<file path="config.mk">
export PLATFORM = sky130hd
export DESIGN_NAME = soc_bus_arbiter
export DESIGN_NICKNAME = d
export VERILOG_FILES = /design/src/rtl/soc_bus_arbiter.sv
export SDC_FILE = /design/constraint.sdc
export NUM_CORES = 1
export LEC_CHECK = 0
export BUFFER_PORTS_ARGS = -buffer_cell sky130_fd_sc_hd__buf_2
export CORE_AREA = 2 2 117 119
export CTS_CLUSTER_SIZE = 10
export DETAILED_ROUTE_END_ITERATION = 7
export DIE_AREA = 0 0 119 121
export PLACE_DENSITY = 0.5
export SETUP_SLACK_MARGIN = 0.15
export SLEW_MARGIN = 20
export SYNTH_ARGS = -nofsm -noshare
export SYNTH_HDL_FRONTEND = slang
export SYNTH_SLANG_ARGS = --single-unit
</file>
<file path="constraint.sdc">
create_clock -name clk -period 2.9 [get_ports clk]
set_input_delay 0.58 -clock clk [delete_from_list [all_inputs] [get_ports clk]]
set_output_delay 0.58 -clock clk [all_outputs]
set_load 0.02 [all_outputs]
</file>
<file path="src/rtl/soc_bus_arbiter.sv">
// rtl/soc_bus_arbiter.sv - two-master / one-slave request/data_valid bus arbiter
//
// Purpose: grants one transaction at a time to the cpu core (m0) or the UART
// programming loader (m1), forwards the owner's address/write fields to the
// slave, routes the completion back to the owner, and aborts a transaction the
// slave never completes so the bus cannot hang.
//
// Ports:
//   clk, reset                 rising-edge clock, asynchronous active-high reset
//   programming                1 = loader mode, m0 is never granted
//   m0_* / m1_*                req_valid, addr, we, wrt_data in; rd_data, data_valid out
//   s_req_valid/addr/we/wrt_data  request to the slave (valid while BUSY)
//   s_rd_data, s_data_valid    slave completion
//   grant                      one-hot owner {m1,m0}, 00 = idle
//   bus_err                    1-cycle pulse on timeout abort
module soc_bus_arbiter #(
    parameter int                    DATA_WIDTH     = 32,
    parameter int                    ADDR_WIDTH     = 32,
    parameter int                    TIMEOUT_CYCLES = 256,
    parameter logic [DATA_WIDTH-1:0] ERR_DATA       = 32'hDEADBEEF
) (
    input  logic                  clk,
    input  logic                  reset,
    input  logic                  programming,

    input  logic                  m0_req_valid,
    input  logic [ADDR_WIDTH-1:0] m0_addr,
    input  logic                  m0_we,
    input  logic [DATA_WIDTH-1:0] m0_wrt_data,
    output logic [DATA_WIDTH-1:0] m0_rd_data,
    output logic                  m0_data_valid,

    input  logic                  m1_req_valid,
    input  logic [ADDR_WIDTH-1:0] m1_addr,
    input  logic                  m1_we,
    input  logic [DATA_WIDTH-1:0] m1_wrt_data,
    output logic [DATA_WIDTH-1:0] m1_rd_data,
    output logic                  m1_data_valid,

    output logic                  s_req_valid,
    output logic [ADDR_WIDTH-1:0] s_addr,
    output logic                  s_we,
    output logic [DATA_WIDTH-1:0] s_wrt_data,
    input  logic [DATA_WIDTH-1:0] s_rd_data,
    input  logic                  s_data_valid,

    output logic [1:0]            grant,
    output logic                  bus_err
);

    localparam int TIMER_W = (TIMEOUT_CYCLES > 2) ? $clog2(TIMEOUT_CYCLES) : 1;
    localparam logic [TIMER_W-1:0] TIMER_LAST = TIMER_W'(TIMEOUT_CYCLES - 1);

    typedef enum logic {
        ST_IDLE = 1'b0,
        ST_BUSY = 1'b1
    } state_t;

    state_t               state_q, state_d;
    logic [1:0]           grant_q, grant_d;
    logic                 rr_last_q, rr_last_d;   // 0 = m0 served last, 1 = m1
    logic [TIMER_W-1:0]   timer_q, timer_d;

    logic                 m0_elig;
    logic                 m1_elig;
    logic                 win_m1;
    logic                 timeout;
    logic                 done;
    logic [DATA_WIDTH-1:0] rsp_data;

    always_ff @(posedge clk or posedge reset) begin
        if (reset) begin
            state_q   <= ST_IDLE;
            grant_q   <= 2'b00;
            rr_last_q <= 1'b1;
            timer_q   <= '0;
        end else begin
            state_q   <= state_d;
            grant_q   <= grant_d;
            rr_last_q <= rr_last_d;
            timer_q   <= timer_d;
        end
    end

    always_comb begin
        state_d       = state_q;
        grant_d       = grant_q;
        rr_last_d     = rr_last_q;
        timer_d       = timer_q;

        s_req_valid   = 1'b0;
        s_addr        = '0;
        s_we          = 1'b0;
        s_wrt_data    = '0;
        m0_data_valid = 1'b0;
        m0_rd_data    = '0;
        m1_data_valid = 1'b0;
        m1_rd_data    = '0;
        bus_err       = 1'b0;

        m0_elig  = m0_req_valid && !programming;
        m1_elig  = m1_req_valid;
        // m1 wins when it is the only candidate, or when both compete and
        // m0 was the last one served.
        win_m1   = m1_elig && (!m0_elig || !rr_last_q);
        timeout  = 1'b0;
        done     = 1'b0;
        rsp_data = '0;

        case (state_q)
            ST_IDLE: begin
                // s_data_valid is deliberately ignored here.
                if (m0_elig || m1_elig) begin
                    grant_d   = win_m1 ? 2'b10 : 2'b01;
                    rr_last_d = win_m1;
                    timer_d   = '0;
                    state_d   = ST_BUSY;
                end
            end

            ST_BUSY: begin
                s_req_valid = 1'b1;
                if (grant_q[1]) begin
                    s_addr     = m1_addr;
                    s_we       = m1_we;
                    s_wrt_data = m1_wrt_data;
                end else begin
                    s_addr     = m0_addr;
                    s_we       = m0_we;
                    s_wrt_data = m0_wrt_data;
                end

                // A real completion on the final cycle takes priority over the abort.
                timeout  = (timer_q == TIMER_LAST);
                done     = s_data_valid || timeout;
                rsp_data = s_data_valid ? s_rd_data : ERR_DATA;
                bus_err  = timeout && !s_data_valid;

                if (grant_q[1]) begin
                    m1_data_valid = done;
                    m1_rd_data    = done ? rsp_data : '0;
                end else begin
                    m0_data_valid = done;
                    m0_rd_data    = done ? rsp_data : '0;
                end

                if (done) begin
                    state_d = ST_IDLE;
                    grant_d = 2'b00;
                    timer_d = '0;
                end else begin
                    timer_d = timer_q + 1'b1;
                end
            end

            default: begin
                state_d = ST_IDLE;
                grant_d = 2'b00;
            end
        endcase
    end

    assign grant = grant_q;

endmodule

</file>
# Yosys cells after proc, flatten, opt, wreduce, memory -nomap -nowiden
# Index checks and enable logic that the tools add are counted.
# W data, S select, Z words.
[classes]
addsub = 1
n_eq_ne = 3
mux = 28
n_bitwise = 1
reduce_logical = 12
[op_table]
columns = ["op", "count"]
rows = [
  ["$mux W32", 10],
  ["$mux W8", 2],
  ["$pmux W8 S2", 1],
  ["$mux W1", 10],
  ["$add A8 B1 Y8 const B", 1],
  ["$eq A8 B8 Y1 const B", 1],
  ["$mux W2", 3],
  ["$logic_not A1 Y1", 4],
  ["$pmux W2 S2", 1],
  ["$reduce_and A2 Y1", 2],
  ["$logic_and A1 B1 Y1", 3],
  ["$logic_or A1 B1 Y1", 3],
  ["$ne A2 B1 Y1 const B", 1],
  ["$ne A2 B2 Y1 const B", 1],
  ["$pmux W1 S2", 1],
  ["$not A1 Y1", 1],
]
[totals]
reg_bits = 12
input_bits = 168
out_inout_bits = 135
wordCells = 49

# Logic depth before layout (Yosys ltp)
# Gate-level depths: netlist of the first run.
[logic_depth]
depth_word = 8
mapped_depth = 6
ltp_nobuf = 5

# Least setup slack after synthesis of the first run
# No wires, ideal clock.
[synth_timing]
path_kind = "register to output"
startpoint = "register grant_q[1] (netlist: grant[1])"
endpoint = "output port m0_rd_data[19]"
t_arrival_ns = 1.503
required_time_ns = 2.320
setup_slack_ns = 0.817
path_stages_with_launch = 7
n_path_buf = 3
path_cell_list = "dfrtp_1 buf_2 nand2b_1 buf_6 o21bai_4 buf_6 nor2_1"
[synth_between]
elab_chain_cells = 2
[synth_lines]
columns = ["item", "line_no", "text"]
rows = [
  ["start, declared", "60", "logic [1:0] grant_q, grant_d;"],
  ["start signal, assigned", "79", "grant_q <= grant_d;"],
  ["$mux W32", "139", "if (grant_q[1]) begin"],
  ["$mux W32", "110", "case (state_q)"],
  ["end, declared", "30", "output logic [DATA_WIDTH-1:0] m0_rd_data,"],
]
# Every way passes these cells.

# Final worst setup path of the first run
[layout_timing]
startpoint = "register timer_q[0]"
endpoint = "output port m0_rd_data[23]"
[layout_between]
elab_chain_cells = 5
[layout_lines]
columns = ["item", "line_no", "text"]
rows = [
  ["start, declared", "62", "logic [TIMER_W-1:0] timer_q, timer_d;"],
  ["start signal, assigned", "81", "timer_q <= timer_d;"],
  ["$eq A8 B8 Y1", "134", "timeout = (timer_q == TIMER_LAST);"],
  ["$logic_or A1 B1 Y1", "135", "done = s_data_valid || timeout;"],
  ["$mux W32", "144", "m0_rd_data = done ? rsp_data : '0;"],
  ["$mux W32", "139", ""],
  ["$mux W32", "110", ""],
]
# Every way passes these cells.

==> results.json, run 1 <==
{
  "syn_avg_cell_area_um2": 7.53,
  "vias_per_cell": 4.06,
  "instances_no_fill": 787,
  "post-cts-setup-buffer-count": 0,
  "gp_congestion": 0.819,
  "syn_inst": 324,
  "critical_path_buf_inv_count": 1,
  "required_ns": 2.32,
  "p_per_area_nw_per_um2": 503,
  "worst_pin_slew_ns": 0.597,
  "slew_headroom": 0.601,
  "utilization": 0.317,
  "timing.hold.ws_ns": 0.350,
  "fin_crit_ns": 2.56,
  "antenna_found_initial": 0,
  "setup_violations": 0,
  "vias": 3194,
  "cp_max_fo": 25,
  "crit_chain": "ha_1 -> nand4_4 -> nor2_8 -> o21bai_4 -> nor2_1 -> buf_2",
  "hold_viol_final": 0,
  "drt_iter0_drc": 63,
  "drv_slew": 0,
  "layout-drive-gt1-share": 0.571,
  "cts_tree": "yes",
  "totalPowerFinal_mw": 2.09,
  "ys_seq_elements": 12,
  "holdBufCountCts": 0,
  "clock-root-buffer": "clkbuf_16",
  "yosysWarnings": 0,
  "final-seq-area_um2": 307,
  "post-route-drc-count": 0,
  "grt-ovfl-total": 0,
  "cp-start-kind": "flop",
  "synth_cell_types": 39,
  "grt_pass1_vias": 3020,
  "hpwlAfterDp_mm": 7.99,
  "fmax_ghz": 0.390,
  "cpPeakStageDelay_ns": 0.48,
  "antenna_left": 0,
  "design_area_um2": 4150,
  "die_y_um": 121,
  "finalWirelength_mm": 9.30,
  "wl_per_cell_um": 11.8,
  "fin_crit_sh": 0.884,
  "htree_levels": 1,
  "finClkSkew_ns": 0.00221,
  "synth_fp_nets": 493,
  "die-area_um2": 14400,
  "drtPass1Iterations": 6,
  "outcome": "complete, no violations",
  "cp-end-kind": "output pin",
  "n_antenna_cell": 0,
  "fin_ws_ns": 0.337,
  "grt_max_degree": 68,
  "critPathArrivalTime_ns": 1.98,
  "ctsLongestPathBuffers": 2,
  "drv_cap": 0,
  "clkSlewWorstSetupHoldPaths_ns": 0.04,
  "slowest_stage": "o21bai_4",
  "multi_input_area_um2": 1960,
  "final_net_count": 781,
  "setup.worst_path.class": "flop to output pin",
  "syn_to_final_growth_pct": 70.3,
  "synthesis.area_um2": 2440,
  "hold_path.class": "primary input to async pin",
  "tns_ns": 0,
  "clkSinkCount": 12,
  "place_inst": 783,
  "grt_usage": 0.114,
  "place_ws_ns": 0.577,
  "ir_worst_vdd_mv": 0.341,
  "yosysSeqAreaShare": 0.124,
  "port_buffers": 302,
  "cts.repair.resized": 0,
  "dpl_cell_area_um2": 4070,
  "path_delay_family": "compound AO/OA/AOI/OAI gates",
  "row_count": 42,
  "clock_latency_ns": 0.24,
  "core_um2": 13100,
  "die_w_um": 119,
  "start_util": 0.186,
  "grt_pass1_wl_mm": 14.0,
  "pin_count": 303,
  "power.leakage_nw": 2.42,
  "nFillCells": 1399,
  "cts_buffers": 3,
  "rsz0062_at_grt": "no"
}
report_power, final:
part / switching, mW / leakage [nW] / total [mW] / internal (mW)
Clock: 0.0720 / 0.0442 / 0.280 / 0.208
Sequential: 0.0373 / 0.156 / 0.237 / 0.199
Combinational: 0.932 / 2.22 / 1.57 / 0.642
Total: 1.04 / 2.42 / 2.09 / 1.05
worst reg2reg max path, stage by stage, from the launching register on:
cell     delay, ns
dfrtp_2       0.53
buf_4         0.26
nor2b_1       0.32
o21a_4        0.24
o21ai_1       0.08
a31oi_1       0.17
synthesized netlist by cell type:
| library cell | number | area, µm² |
|---|---|---|
| a21o_1 | 1 | 7.51 |
| a21oi_1 | 4 | 20.0 |
| a22o_1 | 1 | 8.76 |
| a22o_2 | 1 | 10.0 |
| a31oi_1 | 2 | 12.5 |
| a41oi_1 | 1 | 8.76 |
| and3_2 | 1 | 7.51 |
| buf_2 | 5 | 25.0 |
| buf_4 | 6 | 45.0 |
| buf_6 | 6 | 67.6 |
| clkbuf_1 | 8 | 30.0 |
| dfrtp_1 | 11 | 275 |
| dfstp_2 | 1 | 26.3 |
| ha_1 | 1 | 12.5 |
| inv_1 | 3 | 11.3 |
| mux2_2 | 1 | 11.3 |
| mux2i_1 | 65 | 651 |
| nand2_1 | 14 | 52.6 |
| nand2_2 | 1 | 6.26 |
| nand2b_1 | 4 | 25.0 |
| nand3_1 | 3 | 15.0 |
| nand3_4 | 1 | 17.5 |
| nand4_1 | 1 | 6.26 |
| nand4_4 | 1 | 21.3 |
| nor2_1 | 47 | 176 |
| nor2_2 | 22 | 138 |
| nor2_4 | 1 | 11.3 |
| nor2_8 | 1 | 20.0 |
| nor2b_1 | 92 | 576 |
| nor3_1 | 1 | 5.00 |
| nor3_2 | 1 | 10.0 |
| o21a_4 | 1 | 15.0 |
| o21ai_0 | 6 | 30.0 |
| o21ai_1 | 3 | 15.0 |
| o21bai_4 | 2 | 37.5 |
| o22ai_1 | 1 | 6.26 |
| o31ai_1 | 1 | 7.51 |
| xnor2_1 | 1 | 8.76 |
| xor2_1 | 1 | 8.76 |
metal layers:
layer	vias to the layer above	global-route usage	routed length (µm)
met4	0	0.0126	38
li1	1636	-	-
met2	146	0.229	5030
met5	-	0	0
met3	5	0.0244	700
met1	1407	0.125	3530
layout by cell type (no fill, tap or decap), drive strengths merged:
master / count
a21o: 1
nand3: 4
o22ai: 1
nand2b: 4
dfrtp: 11
nand2: 15
clkbuf: 4
o21a: 1
xnor2: 1
mux2: 1
inv: 3
buf: 308
mux2i: 65
o21ai: 9
o21bai: 2
ha: 1
dfstp: 1
nor2: 71
xor2: 1
a21oi: 4
a22o: 2
a31oi: 2
and3: 1
o31ai: 1
a41oi: 1
nor2b: 92
nor3: 2
nand4: 2
state kept, by name, summed over array words and instances, names as in the netlist:
name       flops
grant          2
timer_q        8
state_q        1
rr_last_q      1
logic make-up (layout without fill, tap and decap cells):
| kind of cell | count (synthesis) | in the layout | share of synthesized area |
|---|---|---|---|
| AND/OR/NAND/NOR | 191 | 191 | 0.446 |
| multiplexers | 66 | 66 | 0.271 |
| buffers and inverters | 28 | 315 | 0.0734 |
| AO/OA/AOI/OAI | 24 | 24 | 0.0734 |
| flip-flops | 12 | 12 | 0.124 |
| XOR/XNOR | 2 | 2 | 0.00718 |
| adder cells (fa/ha/maj) | 1 | 1 | 0.00513 |
layout make-up:
type / instances / area share
timing repair buffer: 308 / 0.378
sequential: 12 / 0.0738
tap: 176 / 0.0530
multi-input combinational: 284 / 0.471
inverter: 3 / 0.00271
clock buffer: 4 / 0.0214
final timing paths:
kind                                        start                     end  slack (ns)  cells after the start
setup / recovery           timer_q[0]$_DFFE_PP0P_          m0_rd_data[23]        0.34                      6
hold / removal                              reset  timer_q[3]$_DFFE_PP0P_        0.35                      2
setup reg to reg                state_q$_DFF_PP0_  timer_q[5]$_DFFE_PP0P_        1.21                      5
hold reg to reg              grant[0]$_DFFE_PP0P_    grant[0]$_DFFE_PP0P_        0.51                      2
max in group asynchronous                   reset    grant[1]$_DFFE_PP0P_        2.18                      2
min in group clk             grant[0]$_DFFE_PP0P_    grant[0]$_DFFE_PP0P_        0.51                      2
Power figures use the tool's default switching activity.
==> run 2, diff against run 1 <==
--- a/config.mk
+++ b/config.mk
@@ -6,13 +6,14 @@
 export NUM_CORES = 1
 export LEC_CHECK = 0
 export BUFFER_PORTS_ARGS = -buffer_cell sky130_fd_sc_hd__buf_2
+export CAP_MARGIN = 15
 export CORE_AREA = 2 2 117 119
+export CTS_BUF_LIST = sky130_fd_sc_hd__clkbuf_8
 export CTS_CLUSTER_SIZE = 10
 export DETAILED_ROUTE_END_ITERATION = 7
 export DIE_AREA = 0 0 119 121
 export PLACE_DENSITY = 0.5
 export SETUP_SLACK_MARGIN = 0.15
-export SLEW_MARGIN = 20
 export SYNTH_ARGS = -nofsm -noshare
 export SYNTH_HDL_FRONTEND = slang
 export SYNTH_SLANG_ARGS = --single-unit
==> results.json, run 2 (same netlist as run 1, synthesis figures left out) <==
{
  "outcome": "complete, no violations",
  "row_count": 42,
  "use_met1": 0.125,
  "die-area_um2": 14400,
  "n_antenna_cell": 0,
  "cpPeakStageDelay_ns": 0.48,
  "combPwrFrac": 0.788,
  "grt-ovfl-total": 0,
  "grtUsageMet2": 0.229,
  "fin_ws_ns": 0.330,
  "worst_pin_slew_ns": 0.597,
  "swShare": 0.519,
  "cts_buffers": 3,
  "wl_per_cell_um": 11.8,
  "place_ws_ns": 0.577,
  "htree_levels": 1,
  "holdBufCountCts": 0,
  "startpoint": "timer_q[0]$_DFFE_PP0P_",
  "cts_tree": "yes",
  "switchingPower_mw": 1.04,
  "antenna_found_initial": 0,
  "grt_usage": 0.114,
  "fin_crit_sh": 0.886,
  "ir_worst_vdd_mv": 0.272,
  "fmax_ghz": 0.389,
  "port_buffers": 302,
  "cp_max_fo": 25,
  "ctsLongestPathBuffers": 2,
  "antenna_left": 0,
  "design_area_um2": 4120,
  "grt_busiest_layer": "met2",
  "clkSinkCount": 12,
  "power.share.clock": 0.094,
  "top_register": "timer_q",
  "final_common_cell": "buf_2",
  "dpl_cell_area_um2": 4070,
  "finalWirelength_mm": 9.26,
  "cp-start-kind": "flop",
  "core_um2": 13100,
  "layout-drive-gt1-share": 0.571,
  "crit_chain": "ha_1 -> nand4_4 -> nor2_8 -> o21bai_4 -> nor2_1 -> buf_2",
  "vias": 3190,
  "cts.repair.resized": 0,
  "die_w_um": 119,
  "p_int_uw": 961,
  "die_y_um": 121,
  "grt_max_degree": 68,
  "slew_headroom": 0.601,
  "rsz0062_at_grt": "no",
  "syn_to_final_growth_pct": 69.0,
  "mostFrequentLayoutCells": "buf_2, nor2b_1, mux2i_1",
  "vias_per_cell": 4.05,
  "drtPass1Iterations": 6,
  "use_met3": 0.0230,
  "hpwlAfterDp_mm": 7.99,
  "power.leakage_nw": 2.40,
  "post-route-drc-count": 0,
  "cp-end-kind": "output pin",
  "clkSlewWorstSetupHoldPaths_ns": 0.06,
  "p_per_area_nw_per_um2": 485,
  "hold_viol_final": 0,
  "final_net_count": 781,
  "slowest_stage": "o21bai_4",
  "pin_count": 303,
  "r2r_start": "state_q$_DFF_PP0_",
  "drt_iter0_drc": 61,
  "clock_latency_ns": 0.25,
  "setup_violations": 0,
  "required_ns": 2.32,
  "hold_path.class": "primary input to async pin",
  "drv_slew": 0,
  "tns_ns": 0,
  "start_util": 0.186,
  "utilization": 0.315,
  "largest_reg_flops": 8,
  "grt_pass1_vias": 3021,
  "setup.worst_path.class": "flop to output pin",
  "p_seq_frac": 0.118,
  "totalPowerFinal_mw": 2.00,
  "post-cts-setup-buffer-count": 0,
  "gp_congestion": 0.819,
  "drv_cap": 0,
  "clock-root-buffer": "clkbuf_8",
  "fin_crit_ns": 2.57,
  "finClkSkew_ns": 0.00858,
  "critPathArrivalTime_ns": 1.99,
  "grt_pass1_wl_mm": 13.9
}
run 2: routing by layer:
layer | wire (µm) | share of wire | vias to the layer above
met1 | 3520 | 0.38 | 1403
met4 | 45 | 0.0049 | 0
li1 | - | - | 1636
met2 | 5000 | 0.54 | 146
met5 | 0 | 0 | -
met3 | 697 | 0.075 | 5
run 2: final timing paths:
check	slack [ns]	cells past startpoint	to
setup / recovery	0.33	6	m0_rd_data[23]
hold reg to reg	0.51	2	grant[0]$_DFFE_PP0P_
max in group asynchronous	2.20	2	grant[1]$_DFFE_PP0P_
hold / removal	0.33	2	timer_q[4]$_DFFE_PP0P_
min in group clk	0.51	2	grant[0]$_DFFE_PP0P_
setup reg to reg	1.22	5	timer_q[5]$_DFFE_PP0P_
run 2: area by class of cell:
class | count | area, µm²
Clock buffer | 4 | 55.1
Fill cell | 1400 | 8960
Inverter | 3 | 11.3
Multi-Input combinational cell | 284 | 1960
Sequential cell | 12 | 307
Tap cell | 176 | 220
Timing Repair Buffer | 308 | 1570
run 2: worst max-delay path, delay by kind of cell (launching register included):
kind | cells | cell delay [ns]
flip-flops | 1 | 0.43
AND/OR/NAND/NOR | 3 | 0.31
AO/OA/AOI/OAI | 1 | 0.48
adder cells (fa/ha/maj) | 1 | 0.31
buffers and inverters | 1 | 0.19
run 2: power groups by stage:
stage	clock (mW)	combinational (mW)	sequential, mW
2_1_floorplan	0	1.13	0.227
3_3_place_gp	0	1.57	0.236
3_5_place_dp	0	1.59	0.239
4_1_cts	0.191	1.59	0.237
5_1_grt	0.201	1.70	0.241
6_report	0.187	1.57	0.236
run 2: per-stage QoR:
stage	hold WS, ns	instances
2_1_floorplan	0.444	324
3_3_place_gp	0.498	783
3_5_place_dp	0.509	783
4_1_cts	0.362	787
5_1_grt	0.378	787
6_report	0.331	787
